$ cat src/rtl/nec_ir_decoder.sv
// NEC infrared frame decoder: measures mark/space runs on a tick time base,
// decodes 32-bit LSB-first frames and repeat codes, and strobes valid/repeat/error.
module nec_ir_decoder #(
  parameter int TICK_DIV   = 3516,
  parameter int UNIT_TICKS = 8,
  parameter bit MARK_LEVEL = 1'b0,
  parameter bit ADDR_CHECK = 1'b1,
  parameter bit REPEAT_EN  = 1'b1
) (
  input  logic        clk,
  input  logic        reset,
  input  logic        signal,
  output logic [15:0] address,
  output logic [7:0]  command,
  output logic        valid,
  output logic        repeat_code,
  output logic        error,
  output logic        busy
);

  localparam int RW = $clog2(20 * UNIT_TICKS + 2);
  localparam int PW = (TICK_DIV > 1) ? $clog2(TICK_DIV) : 1;

  localparam logic [RW-1:0] RUN_SAT    = RW'(20 * UNIT_TICKS + 1);
  localparam logic [RW-1:0] HALF_U     = RW'(UNIT_TICKS / 2);
  localparam logic [RW-1:0] TWO_U      = RW'(2 * UNIT_TICKS);
  localparam logic [RW-1:0] THREE_U    = RW'(3 * UNIT_TICKS);
  localparam logic [RW-1:0] FOUR_U     = RW'(4 * UNIT_TICKS);
  localparam logic [RW-1:0] FIVE_U     = RW'(5 * UNIT_TICKS);
  localparam logic [RW-1:0] SEVEN_U    = RW'(7 * UNIT_TICKS);
  localparam logic [RW-1:0] NINE_U     = RW'(9 * UNIT_TICKS);
  localparam logic [RW-1:0] FOURTEEN_U = RW'(14 * UNIT_TICKS);
  localparam logic [RW-1:0] EIGHTEEN_U = RW'(18 * UNIT_TICKS);
  localparam logic [PW-1:0] PRE_LAST   = PW'(TICK_DIV - 1);

  typedef enum logic [2:0] {
    IDLE,
    LEAD_MARK,
    LEAD_SPACE,
    BIT_MARK,
    BIT_SPACE,
    STOP_MARK,
    REP_STOP
  } state_t;

  state_t        state;
  logic          sync0, sync1, sync_d;
  logic          sig_edge, is_mark;
  logic [PW-1:0] pre_cnt;
  logic          tick;
  logic [RW-1:0] run_cnt, run_next;
  logic [4:0]    bit_cnt;
  logic [31:0]   frame;
  logic          seen;

  logic is_leader, is_frame_space, is_rep_space, is_bit_mark, is_zero, is_one;
  logic check_ok, fail, done_frame, done_rep;

  // Two-flop synchronizer plus one delay flop for edge detection.
  always_ff @(posedge clk or posedge reset) begin
    if (reset) begin
      sync0  <= ~MARK_LEVEL;
      sync1  <= ~MARK_LEVEL;
      sync_d <= ~MARK_LEVEL;
    end else begin
      sync0  <= signal;
      sync1  <= sync0;
      sync_d <= sync1;
    end
  end

  assign sig_edge = sync1 ^ sync_d;
  assign is_mark  = (sync1 == MARK_LEVEL);

  always_ff @(posedge clk or posedge reset) begin
    if (reset)     pre_cnt <= '0;
    else if (tick) pre_cnt <= '0;
    else           pre_cnt <= pre_cnt + 1'b1;
  end

  assign tick = (pre_cnt == PRE_LAST);

  // A tick coinciding with an edge is counted before the run is classified.
  assign run_next = (tick && run_cnt != RUN_SAT) ? run_cnt + 1'b1 : run_cnt;

  assign is_leader      = (run_next >= FOURTEEN_U) && (run_next <= EIGHTEEN_U);
  assign is_frame_space = (run_next >= SEVEN_U) && (run_next <= NINE_U);
  assign is_rep_space   = (run_next >= THREE_U) && (run_next < FIVE_U);
  assign is_bit_mark    = (run_next >= HALF_U) && (run_next < TWO_U);
  assign is_zero        = (run_next >= HALF_U) && (run_next < TWO_U);
  assign is_one         = (run_next >= TWO_U) && (run_next < FOUR_U);

  assign check_ok = (frame[31:24] == ~frame[23:16]) &&
                    (!ADDR_CHECK || (frame[15:8] == ~frame[7:0]));

  always_comb begin
    fail       = 1'b0;
    done_frame = 1'b0;
    done_rep   = 1'b0;
    if (state != IDLE) begin
      if (run_next == RUN_SAT) begin
        fail = 1'b1;
      end else if (sig_edge) begin
        case (state)
          LEAD_MARK:  fail = !is_leader;
          LEAD_SPACE: fail = !(is_frame_space || (REPEAT_EN && is_rep_space));
          BIT_MARK:   fail = !is_bit_mark;
          BIT_SPACE:  fail = !(is_zero || is_one);
          STOP_MARK: begin
            fail       = !(is_bit_mark && check_ok);
            done_frame = is_bit_mark && check_ok;
          end
          REP_STOP: begin
            fail     = !(is_bit_mark && seen);
            done_rep = is_bit_mark && seen;
          end
          default: fail = 1'b0;
        endcase
      end
    end
  end

  // Main FSM; also owns the run counter so it can be cleared on return to IDLE.
  always_ff @(posedge clk or posedge reset) begin
    if (reset) begin
      state       <= IDLE;
      run_cnt     <= '0;
      bit_cnt     <= '0;
      frame       <= '0;
      seen        <= 1'b0;
      address     <= '0;
      command     <= '0;
      valid       <= 1'b0;
      repeat_code <= 1'b0;
      error       <= 1'b0;
      busy        <= 1'b0;
    end else begin
      valid       <= 1'b0;
      repeat_code <= 1'b0;
      error       <= 1'b0;
      run_cnt     <= sig_edge ? '0 : run_next;
      if (fail) begin
        error   <= 1'b1;
        seen    <= 1'b0;
        state   <= IDLE;
        busy    <= 1'b0;
        run_cnt <= '0;
      end else if (done_frame) begin
        valid   <= 1'b1;
        seen    <= 1'b1;
        command <= frame[23:16];
        address <= ADDR_CHECK ? {8'h00, frame[7:0]} : frame[15:0];
        state   <= IDLE;
        busy    <= 1'b0;
        run_cnt <= '0;
      end else if (done_rep) begin
        repeat_code <= 1'b1;
        state       <= IDLE;
        busy        <= 1'b0;
        run_cnt     <= '0;
      end else if (sig_edge) begin
        case (state)
          IDLE: begin
            if (is_mark) begin
              state <= LEAD_MARK;
              busy  <= 1'b1;
            end
          end
          LEAD_MARK: state <= LEAD_SPACE;
          LEAD_SPACE: begin
            if (is_frame_space) begin
              state   <= BIT_MARK;
              bit_cnt <= '0;
            end else begin
              state <= REP_STOP;
            end
          end
          BIT_MARK: state <= BIT_SPACE;
          BIT_SPACE: begin
            frame <= {is_one, frame[31:1]};
            if (bit_cnt == 5'd31) begin
              state <= STOP_MARK;
            end else begin
              bit_cnt <= bit_cnt + 5'd1;
              state   <= BIT_MARK;
            end
          end
          default: state <= state;
        endcase
      end
    end
  end

endmodule

$ cat config.mk
export PLATFORM = sky130hd
export DESIGN_NAME = nec_ir_decoder
export DESIGN_NICKNAME = d
export VERILOG_FILES = /design/src/rtl/nec_ir_decoder.sv
export SDC_FILE = /design/constraint.sdc
export NUM_CORES = 1
export LEC_CHECK = 0
export CORE_AREA = 3 3 133 148
export CTS_BUF_LIST = sky130_fd_sc_hd__clkbuf_16
export DETAILED_ROUTE_END_ITERATION = 8
export DIE_AREA = 0 0 136 151
export PLACE_DENSITY = 0.44
export SLEW_MARGIN = 20
export SYNTH_ARGS = -nofsm -noshare
export SYNTH_HDL_FRONTEND = slang
export SYNTH_SLANG_ARGS = --single-unit
export TNS_END_PERCENT = 1
$ cat constraint.sdc
create_clock -name clk -period 9.9 [get_ports clk]
set_input_delay 1.485 -clock clk [delete_from_list [all_inputs] [get_ports clk]]
set_output_delay 1.485 -clock clk [all_outputs]
set_load 0.03 [all_outputs]
==> results of run 1 <==
-- synth_stat cells (2+ instances only) --
library cell,number
nor4_2,4
o31ai_1,2
a21oi_1,8
xor2_1,9
mux2_4,30
inv_1,13
mux2_2,21
nand4bb_1,2
clkbuf_1,12
ha_1,5
or3_1,3
nor3_1,7
nand3_1,19
nor4_1,8
buf_4,9
nand3b_1,2
buf_2,2
dfstp_2,3
and2_1,4
nand4_1,8
a31oi_1,5
and3_1,5
a211oi_1,2
a22o_1,2
nor2_1,34
xnor2_1,28
nand2_1,26
a31o_2,3
mux2i_1,2
nor2b_1,4
o21ai_0,4
dfrtp_1,81
buf_6,4
a41o_1,2
nand2b_1,2
-- state kept, by name, indices dropped and copies added (netlist names) --
| register | cells |
|---|---|
| pre_cnt | 12 |
| valid | 1 |
| sync0 | 1 |
| sync_d | 1 |
| state | 3 |
| bit_cnt | 5 |
| busy | 1 |
| seen | 1 |
| sync1 | 1 |
| frame | 32 |
| address | 8 |
| repeat_code | 1 |
| error | 1 |
| command | 8 |
| run_cnt | 8 |
-- cells by family (layout without fill, tap and decap cells) --
family,after synthesis,after routing
muxes,53,53
adders and majority gates,5,5
buffers and inverters,43,54
AOI/OAI and AO/OA,44,44
DFF,84,84
other,1,8
xor gates and xnor gates,37,37
and+or+nand+nor,137,137
-- critical path, cell delays in order, from the launching register on --
cell	delay, ns
dfrtp_1	0.43
nand4bb_1	0.53
nor3_2	0.96
nand3_1	0.21
o21ai_0	0.26
o2111ai_2	0.16
a211oi_2	0.20
a31o_2	0.32
inv_2	0.09
or4_4	0.78
mux2_4	0.39
-- final timing paths --
check | startpoint | end | slack, ns
setup / recovery | pre_cnt[2] | frame[1] | 5.42
max in group asynchronous | reset | pre_cnt[5] | 7.68
setup reg to reg | pre_cnt[2] | frame[1] | 5.42
hold / removal | sync0 | sync1 | 0.36
min in group asynchronous | reset | address[4] | 1.31
hold reg to reg | sync0 | sync1 | 0.36
-- cell usage in the layout, fill, tap and decap left out, types with 9 or more instances in the layout --
master           Yosys  routed
xnor2_1             28      28
clkdlybuf4s50_1      0      22
mux2_2              21      21
clkbuf_16            0       9
nand2_1             26      26
inv_1               13      12
xor2_1               9       9
nor2_1              34      34
dfrtp_1             81      81
nand3_1             19      19
mux2_4              30      30
-- layer usage --
layer	up-vias	track usage	share of wire	wire length, um
li1	1446	-	-	-
met1	1476	0.132	0.49	4600
met2	52	0.155	0.47	4450
met3	11	0.0186	0.025	238
met4	0	0.0423	0.018	167
met5	-	0	0	0
-- area by class of cell --
cell class / instances / area (um2) / share of cell area
tap: 243 / 304 / 0.0581
clock buffer: 9 / 225 / 0.0430
timing repair buffer: 23 / 231 / 0.0442
multi-input combinational: 284 / 2220 / 0.424
clock inverter: 7 / 91.3 / 0.0175
inverter: 15 / 57.6 / 0.0110
sequential: 84 / 2110 / 0.402
-- metrics by stage --
step | hold WS (ns) | setup WS, ns | total power [mW]
floorplan | 0.345 | 6.25 | 0.501
global placement | 0.355 | 5.53 | 0.530
detailed placement | 0.351 | 5.43 | 0.531
CTS | 0.361 | 5.41 | 0.898
global route | 0.362 | 5.14 | 0.930
finish | 0.361 | 5.42 | 0.882
-- power by group --
group          internal, mW  leakage (nW)  total, mW  switching (mW)
combinational        0.0562          1.00      0.145          0.0891
clock                 0.202         0.152      0.358           0.156
sequential            0.356          1.14      0.379          0.0227
total                 0.615          2.29      0.882           0.268
==> metrics.md, run 1 <==
| Metric | Value |
|---|---|
| Fin. Hold Viols | `0` |
| Antenna Cells | `0` |
| Fin crit share | `0.453` |
| Hold Path Class | `register to register` |
| Routed Antenna Nets | `0` |
| Post-synthesis compound-gate area fraction | `0.0744` |
| Routability Congestion | `~0.77` |
| Asr flop ratio synth | `1.00` |
| Final setup vio count | `0` |
| Main synth FF type | `dfrtp_1` |
| Slew Limit Headroom | `0.337` |
| Synth top area cells | `dfrtp_1 (45%), mux2_4 (10%), xnor2_1 (5.4%)` |
| Worst-path clk slew | `about 0.070 ns` |
| Final WL | `9460 um` |
| Layout cells sized above 1 | `0.211` |
| EDFF count, synth | `0` |
| Fillers | `slightly below 2k` |
| Yosys reg bits | `84` |
| Unrepaired setup endpoints after global routing | `false` |
| Hold Buf Count CTS | `0` |
| Port Buffers | `22` |
| Cts bufs inserted | `9` |
| Final Cell Area | `5230 um2` |
| Vias | `a little under 3k` |
| Critical path endpoint category | `register` |
| DR pass1 iterations | `4` |
| Routed WL per cell | `roughly 14 um` |
| Root buf cell | `clkbuf_16` |
| Layout Cells excl Fill | `~670` |
| Initial drt markers | `163` |
| Gr ovfl total | `0` |
| Initial Util | `0.247` |
| Fmax | `around 220 MHz` |
| Post-Synth XOR/XNOR Area | `0.0716` |
| Minimum clock period | `between 4 and 5 ns` |
| First-pass GRT wire length | `between 15,000 and 20,000 um` |
| Placed insts | `~650` |
| Critical path required time | `about 10 ns` |
| Die X-Extent | `about 140 um` |
| Largest family of logic cells by synthesized area | `simple AND/OR/NAND/NOR gates` |
| Drt via density | `~4.5` |
| Clock latency on the worst-skew pair | `0.35 ns` |
| Cell Area, Synth | `around 4500 um2` |
| Mux contribution to synthesized area | `0.156` |
| Die H | `approximately 150 um` |
| Worst Skew | `0.00641 ns` |
| Ys Warns | `0` |
| Outcome | `completed` |
| Yosys top cell by area | `dfrtp_1` |
| Final Util | `0.285` |
| H-Tree Depth | `3` |
| Adder-cell share of the synthesized area | `0.0138` |
| Area after DPL | `4910 um2` |
| Synth unique cells | `between 60 and 70` |
| Startpoint Class | `register` |
| Worst Setup Path Type | `register to register` |
| PD cells | `~170 nW/um2` |
| DR DRC count | `0` |
| Worst-case clock buffer depth | `2` |
| Simple-gate share of the synthesized area | `0.167` |
| Leak | `approximately 2.3 nW` |
| Die ar. | `about 21,000 um2` |
| Largest net degree at the start of global routing | `just over 80` |
| Setup TNS | `0 ns` |
| Slew Limit Fails | `0` |
| Top cell type's share of synthesized area | `0.448` |
| # clock sinks | `84` |
| Crit-path max FO | `32` |
| Syn-to-layout area delta | `15.6%` |
| # resized after CTS | `0` |
| Tot GR Track Use | `0.0985` |
| Post-synthesis sequential area ratio | `0.465` |
| Worst Reg2Reg Path Length in Cells | `10` |
| Core box area | `between 15,000 and 20,000 um2` |
| CTS tree | `yes` |
| Cells after Synth | `between 400 and 500` |
| VDD IR-drop max | `0.0695 mV` |
| Worst EP arrival | `about 4.7 ns` |
| Initial antenna violation count | `0` |
| Synthesized area per cell | `around 11 um2` |
| Final HPWL DP | `~6400 um` |
| Cells on Worst Hold Path | `0` |
| Slew @ Worst Pin | `between 0.9 and 1 ns` |
| IO Count | `31` |
| Post-CTS Repair Setup Buffers | `0` |
| Max Cap Violations | `0` |
| Final #Nets | `425` |
| Row count | `between 50 and 60` |
| Vias in the first global route | `slightly above 3k` |
Note: power is estimated with default switching activity, not from simulation.
==> run 2: changes to the inputs <==
--- a/config.mk
+++ b/config.mk
@@ -9,7 +9,7 @@
 export CTS_BUF_LIST = sky130_fd_sc_hd__clkbuf_16
 export DETAILED_ROUTE_END_ITERATION = 8
 export DIE_AREA = 0 0 136 151
-export PLACE_DENSITY = 0.44
+export PLACE_DENSITY = 0.45
 export SLEW_MARGIN = 20
 export SYNTH_ARGS = -nofsm -noshare
 export SYNTH_HDL_FRONTEND = slang
==> constraint.sdc (replaced) <==
create_clock -name clk -period 4.1 [get_ports clk]
set_input_delay 0.615 -clock clk [delete_from_list [all_inputs] [get_ports clk]]
set_output_delay 0.615 -clock clk [all_outputs]
set_load 0.03 [all_outputs]
==> metrics.md, run 2 (same netlist as run 1, synthesis figures left out) <==
| Metric | Value |
|---|---|
| DR pass1 iterations | `4 (unchanged)` |
| Cts bufs inserted | `9 (unchanged)` |
| Core box area | `18,300 um2 (unchanged)` |
| Max reg flops | `32 (unchanged)` |
| Die ar. | `20,500 um2 (unchanged)` |
| H-Tree Depth | `3 (unchanged)` |
| Slew Limit Fails | `0 (unchanged)` |
| Most common cell after layout, fill and taps aside | `dfrtp_1` |
| Final HPWL DP | `6850 um (+6.6%)` |
| Layout cells sized above 1 | `0.228 (+0.0170)` |
| Clock latency on the worst-skew pair | `0.35 ns (about the same)` |
| Antenna Cells | `0 (unchanged)` |
| RR Endpoint | `frame[27]` |
| Slew Limit Headroom | `0.428 (+0.0912)` |
| # clock sinks | `84 (unchanged)` |
| Fin crit share | `0.942 (+0.489)` |
| Area of the multi-input gates | `2220 um2 (+0.11%)` |
| Final setup vio count | `0 (unchanged)` |
| Routed WL per cell | `14.4 um (+1.2%)` |
| Root buf cell | `clkbuf_16` |
| Gr ovfl total | `0 (unchanged)` |
| Leak | `2.34 nW (+2.0%)` |
| Unrepaired setup endpoints after global routing | `false` |
| # resized after CTS | `0 (unchanged)` |
| Worst Reg2Reg Path Length in Cells | `12 (+2)` |
| Row count | `52 (unchanged)` |
| Setup crit start | `run_cnt[1]` |
| Die X-Extent | `136 um (unchanged)` |
| IO Count | `31 (unchanged)` |
| Largest register by flop count | `frame` |
| Crit-path max FO | `12 (-63%)` |
| Fmax | `259 MHz (+16%)` |
| Vias | `3,066 (+2.7%)` |
| Slew @ Worst Pin | `0.856 ns (-0.132 ns)` |
| Hold Path Class | `register to register` |
| Fillers | `1,909 (-1.1%)` |
| Biggest cell delay along the critical path | `0.61 ns (-0.35 ns)` |
| First-pass GRT wire length | `16,400 um (+2.6%)` |
| Startpoint Class | `register` |
| Critical R2R Launch | `run_cnt[1]` |
| Worst Setup Path Type | `register to register` |
| Post-CTS Repair Setup Buffers | `0 (unchanged)` |
| VDD IR-drop max | `0.210 mV (+200%)` |
| HP Start | `sync0` |
| R2r setup slk | `0.24 ns (-5.18 ns)` |
| Largest net degree at the start of global routing | `48 (-41%)` |
| Worst EP arrival | `4.09 ns (-0.63 ns)` |
| Crit-path leading delay family | `simple AND/OR/NAND/NOR gates` |
| Initial drt markers | `206 (+26%)` |
| Critical path required time | `4.33 ns (-5.80 ns)` |
| DR DRC count | `0 (unchanged)` |
| Initial Util | `0.247 (unchanged)` |
| Routed Antenna Nets | `0 (unchanged)` |
| Syn-to-layout area delta | `17.2%` |
| Routability Congestion | `0.840 (+8.9%)` |
| Final WL | `9690 um (+2.4%)` |
| CP bufs+invs | `3 (+2)` |
| Die H | `151 um (unchanged)` |
| Placed insts | `657 (+1.2%)` |
| Worst Skew | `0.0114 ns (+0.00503 ns)` |
| Outcome | `completed` |
| Minimum clock period | `3.86 ns (-0.622 ns)` |
| Worst-case clock buffer depth | `2 (unchanged)` |
| Area after DPL | `5000 um2 (+1.7%)` |
| Setup crit end | `frame[27]` |
| Max Cap Violations | `0 (unchanged)` |
| Port Buffers | `22 (unchanged)` |
| Final #Nets | `433 (+1.9%)` |
| Initial antenna violation count | `0 (unchanged)` |
| Most frequent cells in the layout | `dfrtp_1 (81), nor2_1 (34), mux2_4 (30)` |
| Hold Buf Count CTS | `0 (unchanged)` |
| Critical path endpoint category | `register` |
| Fin. Hold Viols | `0 (unchanged)` |
| PD cells | `401 nW/um2 (+140%)` |
| Layout Cells excl Fill | `673 (+1.2%)` |
| Biggest regs | `frame x32, pre_cnt x12` |
| Final Cell Area | `5310 um2 (+1.4%)` |
| Tot GR Track Use | `0.101 (+0.00257)` |
| CTS tree | `yes` |
| FF/Latch Area | `2110 um2 (unchanged)` |
| Critical path, cell by cell | `ha_2 > inv_1 > nor4_1 > mux2_2 > a21oi_1 > nand3_1 > a32oi_1 > a31o_2 > inv_2 > or4_4 > buf_12 > mux2_4` |
| Worst-path clk slew | `0.07 ns (about the same)` |
| Setup TNS | `0 ns (unchanged)` |
| Slowest-stage cell, CP | `or4_4` |
| Drt via density | `4.56 (+1.5%)` |
| Worst path depth | `12 (+2)` |
| Vias in the first global route | `3,155 (+4.2%)` |
-- run 2: stage by stage --
| stage | setup WS [ns] | utilization | total power, mW | hold WS, ns |
|---|---|---|---|---|
| final | 0.237 | 0.289 | 2.13 | 0.357 |
| after floorplan | 0.735 | - | 1.21 | 0.345 |
| after global routing | 0.0291 | 0.289 | 2.24 | 0.364 |
| after CTS | 0.147 | 0.289 | 2.16 | 0.357 |
| after detailed placement | 0.155 | 0.272 | 1.30 | 0.348 |
| after global placement | 0.124 | 0.272 | 1.30 | 0.346 |
-- run 2: worst min path at each step --
stage / to / slack, ns / cells after the start
6_report: sync1 / 0.36 / 0
3_5_place_dp: sync1 / 0.35 / 0
2_1_floorplan: sync1 / 0.35 / 0
4_1_cts: sync1 / 0.36 / 0
5_1_grt: sync1 / 0.36 / 0
3_3_place_gp: sync1 / 0.35 / 0
-- run 2: cell type report --
class / instances / area share
Sequential cell: 84 / 0.397
Clock inverter: 7 / 0.0153
Multi-Input combinational cell: 284 / 0.418
Clock buffer: 9 / 0.0424
Timing Repair Buffer: 31 / 0.0589
Tap cell: 243 / 0.0573
Inverter: 15 / 0.0108
-- run 2: power by group --
part / switching [mW] / internal (mW)
Clock: 0.360 / 0.482
Sequential: 0.0567 / 0.860
Combinational: 0.217 / 0.150
Total: 0.634 / 1.49
-- run 2: per-layer routing --
layer | routed length [um] | GRT usage | up-vias
met5 | 0 | 0 | -
met3 | 324 | 0.0239 | 17
li1 | - | - | 1457
met4 | 215 | 0.0464 | 0
met2 | 4600 | 0.163 | 60
met1 | 4540 | 0.128 | 1532
